File: src/rtl/cam_search.sv
// cam_search: register-based content-addressable memory with a sequential
// linear search. Keys are appended in order; a search walks the valid
// entries from address 0 upward, one entry per cycle, and reports the
// lowest matching address.
//
// Ports:
//   clk, rst        - clock, synchronous active-high reset
//   cam_start       - one-cycle search request (ignored unless idle)
//   search_key      - key to search for, captured with an accepted cam_start
//   cam_write_en    - one-cycle request to append write_key
//   write_key       - key to store
//   cam_clear       - one-cycle request to invalidate all entries
//   match           - result of the last completed search (1 = hit)
//   match_addr      - address of the hit entry, 0 on a miss
//   search_done     - one-cycle pulse when match/match_addr are fresh
//   busy            - a search is scanning entries
//   max_add         - highest valid address (entry_count-1), 0 when empty
//   entry_count     - number of valid entries, 0..16
//   full, empty     - entry_count == 16 / entry_count == 0
//   write_err       - one-cycle pulse after a rejected write or clear
module cam_search #(
  parameter int unsigned KEY_W = 32,
  parameter int unsigned DEPTH = 16
) (
  input  logic             clk,
  input  logic             rst,
  input  logic             cam_start,
  input  logic [KEY_W-1:0] search_key,
  input  logic             cam_write_en,
  input  logic [KEY_W-1:0] write_key,
  input  logic             cam_clear,
  output logic             match,
  output logic [3:0]       match_addr,
  output logic             search_done,
  output logic             busy,
  output logic [3:0]       max_add,
  output logic [4:0]       entry_count,
  output logic             full,
  output logic             empty,
  output logic             write_err
);

  localparam logic [1:0] IDLE = 2'd0;
  localparam logic [1:0] SCAN = 2'd1;
  localparam logic [1:0] DONE = 2'd2;

  logic [1:0]       state, state_next;
  logic [3:0]       index, index_next;
  logic [KEY_W-1:0] key_q;
  logic [KEY_W-1:0] entries [DEPTH];

  logic             clr_accept;
  logic             wr_accept;
  logic             start_accept;
  logic             err_next;
  logic [4:0]       count_next;
  logic             entry_hit;
  logic             res_load;
  logic             res_match;
  logic [3:0]       res_addr;

  // Status flags derived purely from the entry count.
  assign empty   = (entry_count == 5'd0);
  assign full    = (entry_count == 5'd16);
  // For a full table the 4-bit subtraction wraps 0-1 to 15, as required.
  assign max_add = empty ? '0 : (entry_count[3:0] - 4'd1);
  assign busy    = (state == SCAN);

  // Storage updates. A clear takes precedence over a simultaneous write;
  // neither is allowed while a scan is reading the table.
  always_comb begin
    clr_accept   = cam_clear && !busy;
    wr_accept    = cam_write_en && !busy && !full && !cam_clear;
    start_accept = cam_start && (state == IDLE);
    err_next     = (cam_clear && busy) ||
                   (cam_write_en && !cam_clear && (busy || full));
    if (clr_accept)
      count_next = '0;
    else if (wr_accept)
      count_next = entry_count + 5'd1;
    else
      count_next = entry_count;
  end

  // Entry compare for the current scan position; addresses beyond the
  // valid range never match even if they hold stale data.
  assign entry_hit = (entries[index] == key_q) && ({1'b0, index} < entry_count);

  always_comb begin
    state_next = state;
    index_next = index;
    res_load   = 1'b0;
    res_match  = 1'b0;
    res_addr   = '0;
    unique case (state)
      IDLE: begin
        if (start_accept) begin
          index_next = '0;
          // The emptiness test uses the count after any same-cycle
          // write/clear so a write issued with cam_start is searched.
          if (count_next == 5'd0) begin
            state_next = DONE;
            res_load   = 1'b1;
          end else begin
            state_next = SCAN;
          end
        end
      end
      SCAN: begin
        if (entry_hit) begin
          state_next = DONE;
          res_load   = 1'b1;
          res_match  = 1'b1;
          res_addr   = index;
        end else if (index == max_add) begin
          state_next = DONE;
          res_load   = 1'b1;
        end else begin
          index_next = index + 4'd1;
        end
      end
      DONE: begin
        state_next = IDLE;
      end
      default: begin
        state_next = IDLE;
      end
    endcase
  end

  always_ff @(posedge clk) begin
    if (rst) begin
      state       <= IDLE;
      index       <= '0;
      entry_count <= '0;
      match       <= 1'b0;
      match_addr  <= '0;
      search_done <= 1'b0;
      write_err   <= 1'b0;
    end else begin
      state       <= state_next;
      index       <= index_next;
      entry_count <= count_next;
      write_err   <= err_next;
      // Registered pulse lines up with the single DONE cycle.
      search_done <= (state_next == DONE);
      if (res_load) begin
        match      <= res_match;
        match_addr <= res_addr;
      end
    end
  end

  // Search key and table contents carry no reset.
  always_ff @(posedge clk) begin
    if (start_accept)
      key_q <= search_key;
    if (wr_accept)
      entries[entry_count[3:0]] <= write_key;
  end

endmodule
File: config.mk
export PLATFORM = sky130hd
export DESIGN_NAME = cam_search
export DESIGN_NICKNAME = d
export VERILOG_FILES = /design/src/rtl/cam_search.sv
export SDC_FILE = /design/constraint.sdc
export NUM_CORES = 1
export LEC_CHECK = 0
export CAP_MARGIN = 20
export CORE_ASPECT_RATIO = 0.75
export CORE_MARGIN = 2
export CORE_UTILIZATION = 55
export CTS_CLUSTER_SIZE = 16
export DETAILED_ROUTE_END_ITERATION = 10
export PLACE_DENSITY = 0.7
export SLEW_MARGIN = 20
export SYNTH_ARGS = -nofsm -noshare
export SYNTH_HDL_FRONTEND = slang
export SYNTH_SLANG_ARGS = --single-unit
File: constraint.sdc
create_clock -name clk -period 7 [get_ports clk]
set_clock_uncertainty 0.15 [all_clocks]
set_input_delay 1.75 -clock clk [delete_from_list [all_inputs] [get_ports clk]]
set_output_delay 1.75 -clock clk [all_outputs]
set_load 0.1 [all_outputs]
# Word-level counts from Yosys, hierarchy flattened
# Memories as Yosys holds them, arrays and structs flattened. A register that Yosys moved wholly into a read port is not among the register bits.
# Index checks and enable logic that the tools add are counted.
totals:
  regBits: 50
  ram_bits: 512
  input_bits: 69
  output_inout_bits: 19
  wordCells: 65
  mem_count: 1
op_classes:
  addsub: 3
  n_lt_le_gt_ge: 1
  eq_ne: 8
  muxes: 25
  n_reduce_logical: 19
memory_table:
  columns: ["name", "depth", "width", "rd", "rd_clocked_by_memory_dff", "wr", "line_no", "source"]
  rows:
  - ["entries", 16, 32, 1, 1, 1, "50", "logic [KEY_W-1:0] entries [DEPTH];"]
ops:
  columns: ["cell", "n"]
  rows:
  - ["$eq A32 B32 Y1", 1]
  - ["$mux W4", 8]
  - ["$logic_not A5 Y1", 2]
  - ["$mux W5", 2]
  - ["$logic_and A1 B1 Y1", 9]
  - ["$mux W1", 8]
  - ["$mux W2", 4]
  - ["$pmux W4 S2", 1]
  - ["$ne A2 B2 Y1 const B", 3]
  - ["$add A5 B1 Y5 const B", 1]
  - ["$eq A5 B5 Y1 const B", 1]
  - ["$lt A4 B5 Y1", 1]
  - ["$add A4 B1 Y4 const B", 1]
  - ["$eq A4 B4 Y1", 1]
  - ["$pmux W2 S2", 1]
  - ["$reduce_and A4 Y1", 1]
  - ["$sub A4 B1 Y4 const B", 1]
  - ["$logic_not A1 Y1", 3]
  - ["$eq A2 B1 Y1 const B", 1]
  - ["$eq A2 B2 Y1 const B", 1]
  - ["$logic_not A2 Y1", 1]
  - ["$logic_or A1 B1 Y1", 2]
  - ["$pmux W1 S2", 1]
  - ["$reduce_bool A2 Y1", 1]

# Logic depth before layout (Yosys ltp)
# Gate-level depths: netlist of run 1.
logic_depth:
  ltp_word: 12
  depth_mapped: 15
  depth_no_buf: 11

# Worst setup path before layout of run 1
# Ideal clock, no wire load.
synth_path:
  path_kind: "register to output"
  start: "register entry_count[0]"
  end: "output max_add[0]"
  arrival_ns: 3.994
  required_time_ns: 5.100
  slack_ns: 1.106
  path_stages_with_launch: 7
  n_path_buf: 1
  cell_sequence: "dfxtp_1 > inv_1 > ha_1 > nor2b_1 > and3_1 > clkbuf_1 > nor2_1"
synth_between:
  elab_chain_cells: 2
  word_cells_on_any_way: 3
  classes_between: "add/sub (1); mux (1); reduce/logical (1)"
synth_rtl:
  columns: ["item", "line_no", "source"]
  rows:
  - ["start: declaration", "37", "output logic [4:0] entry_count,"]
  - ["start signal: assignment", "143", "entry_count <= count_next;"]
  - ["$logic_not A5 Y1", "63", "assign empty = (entry_count == 5'd0);"]
  - ["named net empty", "39", "output logic empty,"]
  - ["$mux W4", "66", "assign max_add = empty ? '0 : (entry_count[3:0] - 4'd1);"]
  - ["end: declaration", "36", "output logic [3:0] max_add,"]
# The timed path passes the listed nets, and every way through them passes these cells.

# Worst setup path in the final report of run 1
layout_path:
  start: "register entry_count[0]"
  end: "output max_add[2]"
layout_between:
  elab_chain_cells: 2
  word_cells_on_any_way: 3
  classes_between: "add/sub (1); mux (1); reduce/logical (1)"
layout_rtl:
  columns: ["item", "line_no"]
  rows:
  - ["$sub A4 B1 Y4 or $logic_not A5 Y1 (tied branches)", "66, 63"]
  - ["$mux W4 *", "66"]
# Mark *: on every way between the ends. The rest lies on a longest branch, timed or not.

==> results.toml, run 1 <==
[floorplan]
fp.dieArea_um2 = 43500
die-width_um = 240
ioPinCount = 88
die_h_um = 181
start_util_pct = 56.1
core-area_um2 = 41000
row_count = 64

[cts]
cts_tree = "yes"
ctsResizeCount = 0
clk_latency_ns = 0.59
cts_setup_buffers = 0
htree_levels = 2
clockBufferDepth = 3
clk_pin_slew_ns = 0.06
cts_buffers = 52
holdBufCountCts = 0
clock-sinks = 566
cts_root_buf = "clkbuf_16"

[logic_synthesis]
synth_compound_area_share_pct = 5.01
ys_dominant_reg_cell = "edfxtp_1"
yosysUniqueCellTypes = 70
ys_seq_elements = 566
synth_edf_count = 544
ys_async_sr_fraction_pct = 0
synth_top_area_share_pct = 71.0
synth_top_cell_by_area = "edfxtp_1"
synthesis.area_um2 = 23000
synth-xor-area-share_pct = 1.83
syn_area_per_cell_um2 = 18.2
yosysSeqAreaShare_pct = 72.9
netlist_top_cells_area = "edfxtp_1, mux4_2, mux2i_1, dfxtp_1, a22oi_1"
ys.warnings.count = 0
synth_top_family_by_area = "multiplexers"
synthAdderAreaFrac_pct = 0.489
muxShareOfSynthArea_pct = 13.6
synth_nets = 1340
synth-simple-area-share_pct = 4.31
synthCells = 1262

[sta]
fmax_mhz = 186
layout_setup_ws_ns = 1.62
worst_hold_slack_ns = 0.317
setup_viol = 0
tightest_slew_ns = 1.06
period_minus_slack_ns = 5.38
finalSetupTns_ns = 0
hold_violations = 0
slew_viol_final = 0
period_share_pct = 76.8
slew_headroom_pct = 28.9
rsz0062_at_grt = "false"

[critical_path]
slowest_stage = "clkdlybuf4s50_1"
critPathTopFamily = "buffers and inverters"
worst-path-buf-inv = 2
crit_required_ns = 5.10
crit_fanout = 10
cp.arrival_ns = 3.48
max_stage_delay_ns = 1.20
cp-end-kind = "primary output"
cp-start-kind = "register"
critPathKind = "register to primary output"
path_cells = "inv_1 > ha_1 > nor2b_1 > a211o_1 > o21ai_0 > clkdlybuf4s50_1"

[placement]
gp_congestion = 0.889
pre_cts_slack_ns = 2.14
dp_cells = 1880
place_hpwl_um = 33000
portBuffers = 87

[cells_and_area]
postLayoutCoreUtil_pct = 64.4
finish.net_count = 1452
stdcell_count = 1974
diodes = 0
final-seq-area_um2 = 16800
multi_input_area_um2 = 5910
drive_above_1_share_pct = 15.9
fillCellCount = 2813
area_delta_synth_final_pct = 14.8

[grt]
antenna_found_initial = 0
gr-usage-all-layers_pct = 25.5
grt_pass1_vias = 12300
grt_start_max_net_pins = 54
overflow = 0
grt_pass1_wl_um = 80600

[detailed_routing]
drtIter0Drc = 1405
vias_per_cell = 6.37
routedWlPerCell_um = 27.7
drc = 0
wirelength_um = 54800
ant_nets = 0
drt-pass1-iter-count = 6
vias = 12600

[job]
max_cap_viol_count = 0

[power]
ir_worst_vdd_uv = 233
powerDensity_nw_per_um2 = 266
p_leak_nw = 8.19

[min_path]
hold_class = "register to register"

[run_status]
status = "completed"
==> registers in the layout, summed over array words and instances (netlist names), named ones only <==
name,flops
entries,512
entry_count,5
index,4
key_q,32
match,1
match_addr,4
search_done,1
state,2
write_err,1
==> through the flow <==
| step | instance area, µm² | total power [mW] |
|---|---|---|
| 6_report | 26400 | 7.03 |
| 5_1_grt | 26400 | 7.22 |
| 4_1_cts | 26400 | 7.06 |
| 3_5_place_dp | 24600 | 4.12 |
| 3_3_place_gp | 24600 | 4.12 |
| 2_1_floorplan | 23000 | 3.97 |
==> where the power goes <==
group	leakage (nW)	switching, mW	internal, mW
sequential	5.10	0.0293	3.74
clock	0.870	1.22	1.75
combinational	2.22	0.175	0.104
==> Yosys cell counts, types with 4 or more instances <==
cell type / count
edfxtp_1: 544
mux2i_1: 134
mux4_2: 68
nand2_1: 37
nor2_1: 35
a22oi_1: 32
xor2_1: 26
dfxtp_1: 22
xnor2_1: 22
a21oi_1: 21
buf_2: 19
clkbuf_1: 19
nor3_1: 19
buf_4: 16
nand3_1: 16
inv_1: 15
and3_1: 14
mux2_2: 14
a221oi_1: 13
a22o_1: 13
nor2b_1: 12
o211ai_1: 11
nand2b_1: 10
ha_1: 9
nand4_1: 9
a31oi_1: 8
and2_1: 7
buf_6: 6
nor4_1: 6
o22ai_1: 6
buf_1: 5
a211o_1: 4
a21o_1: 4
a31o_2: 4
and4_1: 4
o21ai_0: 4
or4_1: 4
==> cells in the final DEF, fill, tap and decap left out, types with 13 or more instances in the layout <==
cell type and count:
a21oi_1 21, inv_1 15, a22o_1 13, nor2_1 23, a221oi_1 13, clkdlybuf4s50_1 87
nand3_1 16, mux2_2 14, and3_1 14, xnor2_1 22, clkbuf_16 53, nor3_1 15
a22oi_1 32, mux4_2 68, nand2_1 37, edfxtp_1 544, mux2i_1 134, buf_4 35
xor2_1 26, dfxtp_1 18
==> logic make-up (layout without fill, tap and decap cells) <==
| kind of cell | Yosys count | after routing |
|---|---|---|
| buffers and inverters | 81 | 232 |
| xor gates and xnor gates | 48 | 48 |
| DFF | 566 | 566 |
| AOI/OAI and AO/OA | 152 | 152 |
| adders and majority gates | 9 | 9 |
| muxes | 220 | 220 |
| and+or+nand+nor | 186 | 186 |
==> final timing paths <==
kind | slack, ns | from | cells past startpoint | to
setup / recovery | 1.62 | entry_count[0]$_SDFF_PP0_ | 6 | max_add[2]
hold / removal | 0.32 | match$_SDFFE_PP0P_ | 2 | match$_SDFFE_PP0P_
setup reg to reg | 1.90 | register | 9 | register
hold reg to reg | 0.32 | match$_SDFFE_PP0P_ | 2 | match$_SDFFE_PP0P_
==> worst register-to-register path: cells and delay by family, from the launching register on <==
kind | cells | cell delay (ns)
XOR/XNOR | 1 | 0.40
buffers and inverters | 1 | 0.48
AND/OR/NAND/NOR | 2 | 1.13
multiplexers | 1 | 0.54
AO/OA/AOI/OAI | 4 | 1.29
flip-flops | 1 | 0.98
==> cell type report <==
class                           count  share of cell area [%]
Multi-Input combinational cell    615                    22.4
Sequential cell                   566                    63.6
Inverter                           16                   0.227
Clock inverter                     35                    1.68
Tap cell                          561                    2.66
Timing Repair Buffer              123                    4.40
Clock buffer                       58                    5.09
==> metal layers <==
layer	vias up	share of wire, %	track usage, %
met5	-	0	0
met4	0	1.9	6.26
met3	94	9.1	5.42
met2	608	45	37.9
met1	6512	44	38.9
li1	5351	-	-
(Power assumes the default switching activity.)
==> run 2, diff against run 1 <==
Settings changed: PLACE_DENSITY 0.7 to 0.73.
Clock period 7 ns to 4.55 ns, I/O delays scaled along.
==> run 2 against run 1 <==
  * Die area did not move
  * Power up 50%
  * Sequential power rose by 54%
  * Highest routed layer unchanged
  * Design area grew 0.72%
  * Cell count rose by 1.1%
==> results.toml, run 2 (same netlist as run 1, synthesis figures left out) <==
[cts]
clk_latency_ns = 0.59
ctsResizeCount = 0
cts_root_buf = "clkbuf_16"
cts_buffers = 52
clock-sinks = 566
clk_pin_slew_ns = 0.06
cts_tree = "yes"
cts_setup_buffers = 0
htree_levels = 2
clockBufferDepth = 3
holdBufCountCts = 0

[grt]
gr-usage-all-layers_pct = 25.9
grtUsageMet1_pct = 39.1
met2_usage_pct = 40.0
grt_pass1_wl_um = 81800
use_met3_pct = 4.58
antenna_found_initial = 1
grt_start_max_net_pins = 43
grt_pass1_vias = 12400
overflow = 0
grt.busiest_layer = "met2"

[sta]
hold_violations = 0
period_minus_slack_ns = 4.20
rsz0062_at_grt = "false"
fmax_mhz = 238
slew_headroom_pct = 32.8
tightest_slew_ns = 1.00
slew_viol_final = 0
setup_viol = 0
period_share_pct = 92.3
layout_setup_ws_ns = 0.351
finalSetupTns_ns = 0
worst_hold_slack_ns = 0.334

[cells_and_area]
layout_common_cells = "edfxtp_1, mux2i_1, clkdlybuf4s50_1"
stdcell_count = 1996
finish.net_count = 1469
mostFrequentLayoutCell = "edfxtp_1"
drive_above_1_share_pct = 17.5
largest_reg_flops = 512
fillCellCount = 2826
finish.instance_area_um2 = 26600
postLayoutCoreUtil_pct = 64.9
area_delta_synth_final_pct = 15.6

[run_status]
status = "completed"

[detailed_routing]
vias_per_cell = 6.29
drc = 0
ant_nets = 0
vias = 12600
routedWlPerCell_um = 27.6
drt-pass1-iter-count = 5
drtIter0Drc = 1635
wirelength_um = 55100

[placement]
placed_area_um2 = 24900
pre_cts_slack_ns = 0.405
portBuffers = 87
place_hpwl_um = 33200
dp_cells = 1898
gp_congestion = 0.856

[power]
power.total_mw = 10.6
powerDensity_nw_per_um2 = 397
ir_worst_vdd_uv = 305
p_leak_nw = 8.27

[critical_path]
critPathTopFamily = "compound AO/OA/AOI/OAI gates"
crit_fanout = 21
rr_worst_depth = 11
cp.arrival_ns = 4.52
worst-path-buf-inv = 2
critPathKind = "register to register"
cp-start-kind = "register"
max_stage_delay_ns = 0.59
cp-end-kind = "register"
slowest_stage = "dfxtp_4"
path_depth = 11
crit_required_ns = 4.87
crit_top_cell = "o211ai_1"
path_cells = "buf_12 > buf_4 > mux2i_1 > xor2_1 > a22oi_1 > a221oi_1 > o211ai_1 > a221oi_2 > and4_1 > o211ai_1 > a31oi_1"

[min_path]
hold_class = "register to register"
min_path_cells = 2
hold_start = "match$_SDFFE_PP0P_"

[job]
max_cap_viol_count = 0

[floorplan]
start_util_pct = 56.1
die-width_um = 240
die_h_um = 181
ioPinCount = 88
row_count = 64
fp.dieArea_um2 = 43500
core-area_um2 = 41000
-- run 2: cell type report --
class / count / area (µm²) / share of cell area (%)
inverters: 16 / 60.1 / 0.226
clock buffers: 67 / 1380 / 5.18
repair buffers: 140 / 1410 / 5.30
diodes: 1 / 2.50 / 0.00941
well taps: 561 / 702 / 2.64
clock inverters: 30 / 304 / 1.14
flip-flops and latches: 566 / 16800 / 63.1
multi-input cells: 615 / 5960 / 22.4
-- run 2: metal layers --
layer,up-vias,routed length (µm)
met5,-,0
met4,0,962
met3,86,5260
met2,665,25800
met1,6420,23000
li1,5388,-
-- run 2: worst paths after layout --
kind,to,slack (ns)
hold / removal,match$_SDFFE_PP0P_,0.33
setup reg to reg,register,0.35
setup / recovery,register,0.35
hold reg to reg,match$_SDFFE_PP0P_,0.33
-- run 2: report_power, final --
| part | internal [mW] | switching (mW) | total (mW) | leakage (nW) |
|---|---|---|---|---|
| Combinational | 0.162 | 0.270 | 0.432 | 2.34 |
| Clock | 2.48 | 1.86 | 4.34 | 0.832 |
| Sequential | 5.76 | 0.0451 | 5.80 | 5.10 |
| Total | 8.40 | 2.18 | 10.6 | 8.27 |
-- run 2: tightest hold or removal path: stages (launching register included) --
cell     delay, ns
dfxtp_1       0.31
nand2_1       0.06
a21oi_1       0.06
==> run 3, diff against run 2 <==
Settings changed: PLACE_DENSITY 0.73 to 0.85.
==> run 3 against run 2 <==
  * Power decreased by 1.4%
  * Die area did not move
  * Sequential share of layout area rose by 0.095 points
  * Register-to-register slack got worse by 0.03 ns
  * Hold slack worse by 0.031 ns
  * Worst setup slack got worse by 0.031 ns
  * First-iteration DRC count up 9.2%
  * Maximum frequency fell by 0.73%
  * Clock power shrank 4%
==> results.toml, run 3 (same netlist as run 1, synthesis figures left out) <==
[run_status]
status = "completed"

[floorplan]
die_h_um = 181
start_util_pct = 56.1
ioPinCount = 88
core-area_um2 = 41000
row_count = 64
die-width_um = 240
fp.dieArea_um2 = 43500

[power]
powerDensity_nw_per_um2 = 392
ir_worst_vdd_uv = 352
p_seq_share_pct = 55.7
pwr-share-comb_pct = 4.2
power.total_mw = 10.4
p_sw_share_pct = 20.7
p_leak_nw = 8.25
internal-power_mw = 8.27
clockPowerShare_pct = 40.1
switchingPower_mw = 2.16

[cts]
clockBufferDepth = 3
htree_levels = 2
cts_setup_buffers = 0
clk_latency_ns = 0.58
clock-sinks = 566
cts_buffers = 50
cts_root_buf = "clkbuf_16"
clk_pin_slew_ns = 0.06
cts_tree = "yes"
ctsResizeCount = 0
holdBufCountCts = 0

[grt]
grt_start_max_net_pins = 50
antenna_found_initial = 1
grt_pass1_vias = 13100
gr-usage-all-layers_pct = 26.2
overflow = 0
grt_pass1_wl_um = 83400

[sta]
finalSetupTns_ns = 0
worst_hold_slack_ns = 0.303
period_share_pct = 93.0
slew_headroom_pct = 33.9
period_minus_slack_ns = 4.23
fmax_mhz = 236
tightest_slew_ns = 0.988
hold_violations = 0
setup_viol = 0
rsz0062_at_grt = "false"
layout_setup_ws_ns = 0.320
slew_viol_final = 0

[critical_path]
crit_top_cell = "nand3_1"
cp-end-kind = "register"
crit_required_ns = 4.87
max_stage_delay_ns = 0.64
slowest_stage = "dfxtp_4"
cp.arrival_ns = 4.55
critPathKind = "register to register"
path_cells = "buf_4 > mux4_2 > a222oi_1 > nand3_1 > a221o_1 > a2111oi_0 > or4b_1 > nor4b_2 > nand3_1 > a211oi_2"
cp-start-kind = "register"
crit_fanout = 22

[cells_and_area]
largest_reg_flops = 512
finish.instance_area_um2 = 26600
layout_common_cells = "edfxtp_1, mux2i_1, clkdlybuf4s50_1"
area_delta_synth_final_pct = 15.5
drive_above_1_share_pct = 17.4
mostFrequentLayoutCell = "edfxtp_1"
finish.net_count = 1472
fillCellCount = 2701

[detailed_routing]
wirelength_um = 56400
routedWlPerCell_um = 28.2
drt-pass1-iter-count = 7
vias_per_cell = 6.48
drc = 0
drtIter0Drc = 1785
ant_nets = 0
vias = 12900

[min_path]
hold_class = "register to register"

[placement]
pre_cts_slack_ns = 0.393
placed_area_um2 = 25000
gp_congestion = 0.898
place_hpwl_um = 33900
portBuffers = 87

[job]
max_cap_viol_count = 0
[run 3: area by class of cell]
class                           count  area [µm²]  area share (%)
Inverter                           16        60.1           0.226
Sequential cell                   566       16800            63.2
Timing Repair Buffer              145        1450            5.44
Tap cell                          561         702            2.64
Clock inverter                     32         293            1.10
Clock buffer                       61        1310            4.95
Multi-Input combinational cell    615        5960            22.4
Antenna cell                        1        2.50         0.00942
[run 3: critical path, delay by kind of cell (launching register included)]
family / cells / cell delay [ns]
AOI/OAI and AO/OA: 4 / 1.56
buffers and inverters: 1 / 0.28
and+or+nand+nor: 4 / 1.15
DFF: 1 / 0.64
muxes: 1 / 0.33
[run 3: routing by layer]
layer,share of wire [%],GRT usage (%)
met5,0,0
met4,2.6,7.08
met3,12,5.99
met2,46,41.2
met1,39,37.5
[run 3: path summary, 6_finish.rpt]
check | from | end | slack (ns) | depth (start not counted)
max | register | register | 0.32 | 10
min | match$_SDFFE_PP0P_ | match$_SDFFE_PP0P_ | 0.30 | 2
max reg2reg | register | register | 0.32 | 10
min reg2reg | match$_SDFFE_PP0P_ | match$_SDFFE_PP0P_ | 0.30 | 2
[run 3: power groups by stage]
stage | clock (mW) | sequential, mW | combinational, mW
global route | 4.42 | 5.81 | 0.464
finish | 4.18 | 5.81 | 0.441
CTS | 4.21 | 5.80 | 0.432
detailed placement | 0 | 5.92 | 0.429
global placement | 0 | 5.91 | 0.415
floorplan | 0 | 5.91 | 0.210
[run 3: metrics by stage]
stage / std cells / util, %
2_1_floorplan: 1262 / -
3_3_place_gp: 1903 / 60.9
3_5_place_dp: 1903 / 60.9
4_1_cts: 1996 / 64.8
5_1_grt: 1996 / 64.8
6_report: 1997 / 64.8
